===== src/rtl/hdpldadapt_sr_pkg.sv =====
// Shared SR chain definitions: chain sizes, state encoding and frame-length rule.
// Used by both the RX deserialiser and the TX SR state machine.
package hdpldadapt_sr_pkg;

    localparam int unsigned NUM_OF_PCS_CHAIN            = 16;
    localparam int unsigned NUM_OF_HIP_CHAIN            = 16;
    localparam int unsigned NUM_OF_RESERVED_CHAIN_SSRIN = 5;
    localparam int unsigned NUM_OF_PARITY_IN            = 1;
    localparam int unsigned LOCK_CNT                    = 2;

    localparam int unsigned DW     = NUM_OF_PCS_CHAIN + NUM_OF_HIP_CHAIN + NUM_OF_RESERVED_CHAIN_SSRIN;
    localparam int unsigned CNT_W  = 7;
    localparam int unsigned GOOD_W = 3;
    localparam int unsigned ERR_W  = 8;
    localparam int unsigned TB_W   = 12;

    typedef enum logic [1:0] {
        ACQ   = 2'b00,
        SHIFT = 2'b01
    } sr_state_e;

    // Bits per frame for a given chain composition; parity only rides when HIP is off.
    function automatic logic [CNT_W-1:0] sr_frame_len(input logic hip_en,
                                                      input logic parity_en,
                                                      input logic reserbits_en);
        int unsigned n;
        n = NUM_OF_PCS_CHAIN;
        if (hip_en)         n = n + NUM_OF_HIP_CHAIN;
        else if (parity_en) n = n + NUM_OF_PARITY_IN;
        if (reserbits_en)   n = n + NUM_OF_RESERVED_CHAIN_SSRIN;
        return CNT_W'(n);
    endfunction

endpackage


===== src/rtl/hdpldadapt_sr_rx_lock.sv =====
// Frame lock tracker: consecutive good-frame counter, lock flag and saturating error count.
module hdpldadapt_sr_rx_lock
    import hdpldadapt_sr_pkg::*;
(
    input  logic             clk,
    input  logic             rst_n,
    input  logic             clr,
    input  logic             good,
    input  logic             err,
    output logic             sr_locked,
    output logic [ERR_W-1:0] sr_err_cnt
);

    logic [GOOD_W-1:0] good_cnt;

    always_ff @(posedge clk) begin
        if (!rst_n || clr) begin
            good_cnt   <= '0;
            sr_locked  <= 1'b0;
            sr_err_cnt <= '0;
        end else if (err) begin
            good_cnt  <= '0;
            sr_locked <= 1'b0;
            if (sr_err_cnt != '1) sr_err_cnt <= sr_err_cnt + 1'b1;
        end else if (good) begin
            if (good_cnt < GOOD_W'(LOCK_CNT)) good_cnt <= good_cnt + 1'b1;
            if (good_cnt >= GOOD_W'(LOCK_CNT - 1)) sr_locked <= 1'b1;
        end
    end

endmodule


===== src/rtl/hdpldadapt_sr_rx_deser.sv =====
// RX SR deserialiser: frames the serial status stream on sr_loadin and captures parallel words.
// Optional even-parity check on PCS bits enabled by macro HDPLDADAPT_SR_RX_PARITY_CHK_EN.
module hdpldadapt_sr_rx_deser
    import hdpldadapt_sr_pkg::*;
(
    input  logic             clk,
    input  logic             rst_n,
    input  logic             r_sr_hip_en,
    input  logic             r_sr_parity_en,
    input  logic             r_sr_reserbits_in_en,
    input  logic             avmm_hrdrst_fabric_osc_transfer_en_sync,
    input  logic             sr_loadin,
    input  logic             sr_sdata_in,
    output logic [DW-1:0]    sr_dout,
    output logic             sr_dout_vld,
    output logic             sr_locked,
    output logic             sr_len_err,
    output logic             sr_par_err,
    output logic [ERR_W-1:0] sr_err_cnt,
    output logic [TB_W-1:0]  sr_rx_testbus
);

    sr_state_e        state, state_nxt;
    logic [CNT_W-1:0] cnt, cnt_nxt;
    logic [DW-1:0]    shreg, shreg_nxt;
    logic [DW-1:0]    dout_nxt;
    logic             vld_nxt, len_err_nxt, par_err_nxt;
    logic [CNT_W-1:0] frame_len_c;
    logic [DW-1:0]    len_mask_c;
    logic             par_bad_c;
    logic             xfer_en;

    assign xfer_en     = avmm_hrdrst_fabric_osc_transfer_en_sync;
    assign frame_len_c = sr_frame_len(r_sr_hip_en, r_sr_parity_en, r_sr_reserbits_in_en);

    always_comb begin
        len_mask_c = '0;
        for (int i = 0; i < DW; i++) len_mask_c[i] = (CNT_W'(i) < frame_len_c);
    end

`ifdef HDPLDADAPT_SR_RX_PARITY_CHK_EN
    assign par_bad_c = r_sr_parity_en & ~r_sr_hip_en &
                       (shreg[NUM_OF_PCS_CHAIN] != ^shreg[NUM_OF_PCS_CHAIN-1:0]);
`else
    assign par_bad_c = 1'b0;
`endif

    always_ff @(posedge clk) begin
        if (!rst_n) begin
            state       <= ACQ;
            cnt         <= '0;
            shreg       <= '0;
            sr_dout     <= '0;
            sr_dout_vld <= 1'b0;
            sr_len_err  <= 1'b0;
            sr_par_err  <= 1'b0;
        end else begin
            state       <= state_nxt;
            cnt         <= cnt_nxt;
            shreg       <= shreg_nxt;
            sr_dout     <= dout_nxt;
            sr_dout_vld <= vld_nxt;
            sr_len_err  <= len_err_nxt;
            sr_par_err  <= par_err_nxt;
        end
    end

    // Framing: marker closes/opens a frame, overlength drops back to acquisition.
    always_comb begin
        state_nxt   = state;
        cnt_nxt     = cnt;
        shreg_nxt   = shreg;
        dout_nxt    = sr_dout;
        vld_nxt     = 1'b0;
        len_err_nxt = 1'b0;
        par_err_nxt = 1'b0;
        if (!xfer_en) begin
            state_nxt = ACQ;
            cnt_nxt   = '0;
            shreg_nxt = '0;
        end else begin
            case (state)
                ACQ: begin
                    if (sr_loadin) begin
                        state_nxt = SHIFT;
                        cnt_nxt   = '0;
                        shreg_nxt = '0;
                    end
                end
                SHIFT: begin
                    if (sr_loadin) begin
                        cnt_nxt   = '0;
                        shreg_nxt = '0;
                        if (cnt == frame_len_c) begin
                            dout_nxt    = shreg & len_mask_c;
                            vld_nxt     = 1'b1;
                            par_err_nxt = par_bad_c;
                        end else begin
                            len_err_nxt = 1'b1;
                        end
                    end else begin
                        for (int i = 0; i < DW; i++) begin
                            if (cnt == CNT_W'(i)) shreg_nxt[i] = sr_sdata_in;
                        end
                        if (cnt != '1) cnt_nxt = cnt + 1'b1;
                        if (cnt >= frame_len_c) begin
                            len_err_nxt = 1'b1;
                            state_nxt   = ACQ;
                        end
                    end
                end
                default: state_nxt = ACQ;
            endcase
        end
    end

    hdpldadapt_sr_rx_lock u_lock (
        .clk        (clk),
        .rst_n      (rst_n),
        .clr        (~xfer_en),
        .good       (vld_nxt & ~par_err_nxt),
        .err        (len_err_nxt | par_err_nxt),
        .sr_locked  (sr_locked),
        .sr_err_cnt (sr_err_cnt)
    );

    // Debug snapshot of framing status, one cycle behind the live signals.
    always_ff @(posedge clk) begin
        if (!rst_n) sr_rx_testbus <= '0;
        else        sr_rx_testbus <= {xfer_en, state, sr_locked, sr_loadin, cnt};
    end

endmodule


===== config.mk =====
export PLATFORM = sky130hd
export DESIGN_NAME = hdpldadapt_sr_rx_deser
export DESIGN_NICKNAME = d
export VERILOG_FILES = /design/src/rtl/hdpldadapt_sr_pkg.sv /design/src/rtl/hdpldadapt_sr_rx_lock.sv /design/src/rtl/hdpldadapt_sr_rx_deser.sv
export SDC_FILE = /design/constraint.sdc
export NUM_CORES = 1
export LEC_CHECK = 0
export CORE_AREA = 8 8 117 119
export CTS_CLUSTER_SIZE = 28
export DETAILED_ROUTE_END_ITERATION = 10
export DIE_AREA = 0 0 125 127
export PLACE_DENSITY_LB_ADDON = 0.05
export SYNTH_ARGS = -nofsm -noshare
export SYNTH_HDL_FRONTEND = slang
export SYNTH_SLANG_ARGS = --single-unit

===== constraint.sdc =====
create_clock -name clk -period 6.7 [get_ports clk]
set_input_delay 1.34 -clock clk [delete_from_list [all_inputs] [get_ports clk]]
set_output_delay 1.34 -clock clk [all_outputs]
set_load 0.005 [all_outputs]

==> out/metrics.csv, run 1 <==
stage,metric,value,unit
power_and_ir_drop,pwr/cell area,211,mW/mm2
sta,setup TNS,0,ns
critical_path,crit-path max FO,24,
synth,Mapped Area,0.00464,mm2
grt,initial antenna violation count,0,
cells_and_area,"commonest cells after routing, fill and taps aside","107 x dfxtp_1, 88 x nand2_1, 84 x nand3_1, 66 x clkdlybuf4s50_1, 37 x a21boi_0",
synth,Synth Register Bits,107,
cells_and_area,Final nets,615,
drt,final WL,12.1,mm
critical_path,Crit. End Element,flop,
critical_path,CP arrival,4.91,ns
grt,number of global-route vias before repair,3868,
clock_tree,clk root buf,clkbuf_16,
sta,crit share post-route,69.7,%
critical_path,worst path required time,6.94,ns
drt,wire length per cell,16.2,um
clock_tree,Post-CTS Setup Bufs,0,
critical_path,Worst setup SP type,input pin,
cells_and_area,Final Core Density,47.6,%
cells_and_area,antenna cell count,0,
clock_tree,CTS sink cnt,107,
drt,"antenna viol nets, final",0,
sta,Setup Skew,0.00742,ns
grt,pin count of the biggest net entering global routing,51,
sta,count of pins over their slew limit,0,
placement,HPWL after DPL,8.07,mm
drt,DRC Markers,0,
cells_and_area,"commonest non-fill, non-tap cell in the layout",dfxtp_1,
synth,"Async S/R FF share, synth",0,%
drt,Detailed Routing Iterations Pass 1,4,
clock_tree,CTS tree,yes,
drt,Via-to-Cell Ratio,5.37,
synth,number of flops mapped to enable cells by yosys,0,
placement,Placed Area,0.00534,mm2
sta,Peak Freq,214,MHz
clock_tree,Worst-path clk slew,0.07,ns
cells_and_area,post-route cell area,0.00562,mm2
power_and_ir_drop,worst vdd ir,0.121,mV
grt,Total Routing Usage GR,15.6,%
synth,distinct cell type count after synthesis,43,
placement,Placer Congestion,0.806,
clock_tree,Max Buffers Root-to-Sink,2,
job,MaxCap Viol Count,0,
power_and_ir_drop,Lkg Pwr,0.00181,uW
placement,Buffers on Ports,66,
power_and_ir_drop,final total power,1190,uW
grt,grt ovf,0,
clock_tree,cts hold-fix bufs,0,
synth,"Seq/Total Area, Yosys",46.2,%
grt,global-route wire length before repair,20.0,mm
floorplan,starting density of the core,39.3,%
floorplan,Ports,69,
floorplan,die area,0.0159,mm2
floorplan,Core ar.,0.0118,mm2
floorplan,die height,127,um
drt,Iter 0 DRT Violations,249,
cells_and_area,layout cells sized above 1,5.18,%
synth,yosys warns,0,
placement,# placed instances,729,
sta,Setup-failing EPs final,0,
cells_and_area,P&R area growth vs syn,21.1,%
cells_and_area,fin cells,745,
floorplan,Site Rows,40,
sta,Final Hold Violating Endpoints,0,
clock_tree,Post-CTS Resized,0,
status,status,"finished, final reports clean",
sta,Final Critical Period,4.67,ns
drt,vias,3999,
synth,mean area per synthesized cell,8.32,um2
critical_path,Setup Crit Path Kind,in -> reg,
clock_tree,Inserted Clock Buffers,9,
floorplan,Die X-Extent,125,um
sta,relative slew slack,22.0,%
synth,top_reg_cell synth,dfxtp_1,
sta,RSZ-0062 raised after global routing,no,
sta,worst-margin pin slew,1.17,ns
min_path,hold crit path type,reg -> reg,
clock_tree,worst-skew pair later-pin latency,0.35,ns
synth,Syn Inst Count,557,
clock_tree,H-Tree Level Count,3,
==> path summary, 6_finish.rpt <==
check / from / endpoint / slack, ns / cells after the start
worst max register to register: cnt[0] / sr_dout[7] / 3.89 / 7
worst min register to register: sr_dout[13] / sr_dout[13] / 0.46 / 2
worst max-delay path: r_sr_hip_en / sr_dout[7] / 2.03 / 10
worst min-delay path: sr_dout[13] / sr_dout[13] / 0.46 / 2
==> Yosys cell counts (2+ instances only) <==
library cell,count,area (um2)
dfxtp_1,107,2140
nand2_1,88,330
nand3_1,84,420
clkbuf_1,38,143
a21boi_0,37,278
a21oi_1,34,170
nand4_1,25,156
and2_1,19,119
ha_1,14,175
nor2_1,14,52.6
inv_1,11,41.3
o21ai_0,10,50.1
and3_1,9,56.3
nor3_1,8,40.0
a31oi_1,6,37.5
a32o_1,6,60.1
buf_1,4,15.0
buf_2,4,20.0
or3_1,4,25.0
a211oi_1,3,22.5
o211ai_1,3,22.5
xor2_1,3,26.3
buf_4,2,15.0
nor2b_1,2,12.5
nor4b_2,2,30.0
or4_1,2,15.0
xnor2_1,2,17.5
==> flip-flops by register name, indices dropped and copies added, names as in the netlist, 3 cells and up <==
register           flops
u_lock.good_cnt        3
sr_dout               37
cnt                    7
shreg                 37
sr_rx_testbus         11
u_lock.sr_err_cnt      8
==> final cells by class <==
cell class | instances | area [um2]
Clock buffer | 11 | 253
Clock inverter | 5 | 27.5
Fill cell | 1195 | 6190
Inverter | 11 | 41.3
Multi-Input combinational cell | 391 | 2260
Sequential cell | 107 | 2140
Tap cell | 147 | 184
Timing Repair Buffer | 73 | 713
==> power breakdown <==
part / switching [uW] / leakage, uW / internal, uW / total, uW
registers: 1.20 / 0.000862 / 637 / 638
clock network: 231 / 0.000141 / 270 / 500
logic: 31.1 / 0.000804 / 15.9 / 47.0
total: 263 / 0.00181 / 923 / 1190
==> critical path: stages <==
cell and delay [ns]:
clkdlybuf4s50_1 0.82, nor2b_1 0.33, inv_1 0.07, ha_1 0.28, ha_1 0.29, and4_1 0.25
nand4_1 0.80, buf_4 0.55, nand2_1 0.10, a21boi_0 0.08
==> per-stage QoR <==
step	setup WS, ns	hold WS (ns)
3_3_place_gp	1.78	0.452
5_1_grt	1.69	0.479
4_1_cts	2.04	0.465
6_report	2.03	0.461
3_5_place_dp	1.65	0.455
2_1_floorplan	3.14	0.441
==> layer usage <==
layer / vias to the layer above / part of all wire, % / track usage (%)
met1: 1896 / 45 / 18.6
met2: 75 / 48 / 25.5
met5: - / 0 / 0
li1: 2017 / - / -
met3: 11 / 5.8 / 5.70
met4: 0 / 1.3 / 5.09
==> logic make-up (layout without fill, tap and decap cells) <==
logic type | Yosys count | after routing | synth area share (%)
flops | 107 | 107 | 46.2
buf+inv | 60 | 100 | 5.29
xor+xnor | 5 | 5 | 0.945
compound gates | 105 | 105 | 15.1
fa+ha+maj | 14 | 14 | 3.78
other cells | 1 | 2 | 0.0809
simple gates | 265 | 265 | 28.6
Note: power is estimated with default switching activity, not from simulation.
==> inputs of run 2 (changes only) <==
- clock period: 6.7 -> 3.7 ns (I/O delays scaled with it)
==> out/metrics.csv, run 2 (same netlist as run 1, synthesis figures left out) <==
stage,metric,value,unit,change
status,status,"finished, final reports clean",,
cells_and_area,P&R area growth vs syn,22.7,%,
sta,relative slew slack,20.4,%,-1.7 points
placement,Placer Congestion,0.826,,+2.4%
critical_path,CP arrival,3.44,ns,-1.47 ns
cells_and_area,layout cells sized above 1,5.79,%,+0.61 points
clock_tree,Worst-path clk slew,0.07,ns,about the same
critical_path,reg2reg start,cnt[0],,
sta,Final Hold Violating Endpoints,0,,unchanged
clock_tree,Post-CTS Resized,0,,unchanged
min_path,WHS Endpoint,sr_dout[7],,
cells_and_area,biggest regs,"shreg (37), sr_dout (37), sr_rx_testbus (11)",,
cells_and_area,fin cells,751,,+0.81%
cells_and_area,antenna cell count,0,,unchanged
drt,wire length per cell,15.9,um,-2.0%
cells_and_area,"commonest cells after routing, fill and taps aside","107 x dfxtp_1, 88 x nand2_1, 84 x nand3_1, 66 x clkdlybuf4s50_1, 37 x a21boi_0",,
drt,Detailed Routing Iterations Pass 1,5,,+1
power_and_ir_drop,worst vdd ir,0.216,mV,+79%
floorplan,Die X-Extent,125,um,unchanged
floorplan,Ports,69,,unchanged
min_path,hold crit path type,reg -> reg,,
placement,# placed instances,735,,+0.82%
drt,DRC Markers,0,,unchanged
drt,"antenna viol nets, final",0,,unchanged
critical_path,Crit. End Element,flop,,
clock_tree,cts hold-fix bufs,0,,unchanged
drt,vias,4031,,+0.80%
min_path,Hold Crit Start,sr_dout[7],,
grt,Total Routing Usage GR,15.3,%,-0.22 points
drt,final WL,11.9,mm,-1.2%
sta,Peak Freq,314,MHz,
sta,worst-margin pin slew,1.19,ns,+0.0248 ns
drt,Via-to-Cell Ratio,5.37,,about the same
sta,Final WS setup,0.520,ns,-1.51 ns
sta,Setup-failing EPs final,0,,unchanged
placement,HPWL after DPL,8.12,mm,+0.65%
clock_tree,Inserted Clock Buffers,9,,unchanged
grt,grt ovf,0,,unchanged
critical_path,worst path required time,3.96,ns,-2.98 ns
clock_tree,Post-CTS Setup Bufs,0,,unchanged
grt,global-route wire length before repair,19.9,mm,-0.76%
clock_tree,H-Tree Level Count,3,,unchanged
cells_and_area,"commonest non-fill, non-tap cell in the layout",dfxtp_1,,
floorplan,starting density of the core,39.3,%,unchanged
sta,crit share post-route,86.0,%,
drt,Iter 0 DRT Violations,238,,-4.4%
clock_tree,CTS sink cnt,107,,unchanged
clock_tree,clk root buf,clkbuf_16,,
power_and_ir_drop,Lkg Pwr,0.00185,uW,+2.1%
min_path,hold path cells,2,,unchanged
floorplan,Core ar.,0.0118,mm2,unchanged
floorplan,die height,127,um,unchanged
grt,number of global-route vias before repair,3945,,+2.0%
critical_path,Reg2Reg Depth,7,,unchanged
grt,pin count of the biggest net entering global routing,50,,-2.0%
job,MaxCap Viol Count,0,,unchanged
placement,Buffers on Ports,66,,unchanged
sta,setup TNS,0,ns,unchanged
floorplan,Site Rows,40,,unchanged
clock_tree,Max Buffers Root-to-Sink,2,,unchanged
cells_and_area,Final nets,621,,+0.98%
power_and_ir_drop,pwr/cell area,388,mW/mm2,+84%
clock_tree,CTS tree,yes,,
critical_path,FF-to-FF End,u_lock.good_cnt[0],,
critical_path,Setup Crit Path Kind,in -> reg,,
clock_tree,worst-skew pair later-pin latency,0.35,ns,about the same
floorplan,die area,0.0159,mm2,unchanged
grt,initial antenna violation count,0,,unchanged
sta,Setup Skew,0.00964,ns,+0.00222 ns
placement,DP Worst Slack,0.112,ns,-1.54 ns
sta,count of pins over their slew limit,0,,unchanged
critical_path,Worst setup SP type,input pin,,
critical_path,crit-path max FO,7,,-71%
sta,RSZ-0062 raised after global routing,no,,
sta,Final Critical Period,3.18,ns,
critical_path,Reg2Reg Setup Slack,1.27,ns,-2.62 ns
run 2: cell types whose count changed in the layout (fill, tap and decap cells not counted), sizes merged:
cell      change
inv           +1
clkinv        -2
clkinvlp      -1
bufinv        +1
clkbuf        +1
buf           +6
run 2: worst max-delay path: stages:
cell	delay (ns)
clkdlybuf4s50_1	0.44
nor2b_1	0.22
inv_1	0.07
ha_1	0.28
ha_1	0.29
nand2b_1	0.15
a211oi_1	0.39
o211ai_1	0.32
and2_0	0.31
nor3_1	0.22
run 2: layout make-up:
class | count | area (um2)
clock buffer | 12 | 246
sequential | 107 | 2140
timing repair buffer | 79 | 771
multi-input combinational | 391 | 2260
inverter | 11 | 41.3
tap | 147 | 184
clock inverter | 4 | 48.8
fill | 1183 | 6120
run 2: per-layer routing:
layer / up-vias / track usage (%) / part of all wire (%)
met5: - / 0 / 0
met3: 14 / 3.49 / 5.1
li1: 2032 / - / -
met2: 95 / 25.3 / 47
met4: 0 / 6.81 / 1.7
met1: 1890 / 18.8 / 47
run 2: per-stage QoR:
| stage | total power, uW | hold WS [ns] | instance area (um2) | util (%) |
|---|---|---|---|---|
| final | 2210 | 0.461 | 5690 | 48.2 |
| after global routing | 2290 | 0.487 | 5690 | 48.2 |
| after CTS | 2240 | 0.465 | 5690 | 48.2 |
| after detailed placement | 1270 | 0.456 | 5390 | 45.7 |
| after global placement | 1270 | 0.449 | 5390 | 45.7 |
| after floorplan | 1240 | 0.441 | 4640 | - |
run 2: worst max path at each step:
stage / slack (ns) / start / to / cells after the start
floorplan: 0.74 / r_sr_hip_en / u_lock.sr_err_cnt[6] / 11
global placement: 0.21 / r_sr_parity_en / u_lock.sr_err_cnt[6] / 10
detailed placement: 0.11 / r_sr_parity_en / u_lock.sr_err_cnt[7] / 10
CTS: 0.50 / r_sr_parity_en / u_lock.sr_err_cnt[7] / 10
global route: 0.27 / r_sr_parity_en / u_lock.good_cnt[1] / 10
finish: 0.52 / r_sr_parity_en / u_lock.good_cnt[0] / 10
run 2: where the power goes:
| part | total [uW] | internal [uW] | switching (uW) |
|---|---|---|---|
| clock | 965 | 544 | 420 |
| sequential | 1160 | 1150 | 1.96 |
| combinational | 87.6 | 31.6 | 55.9 |
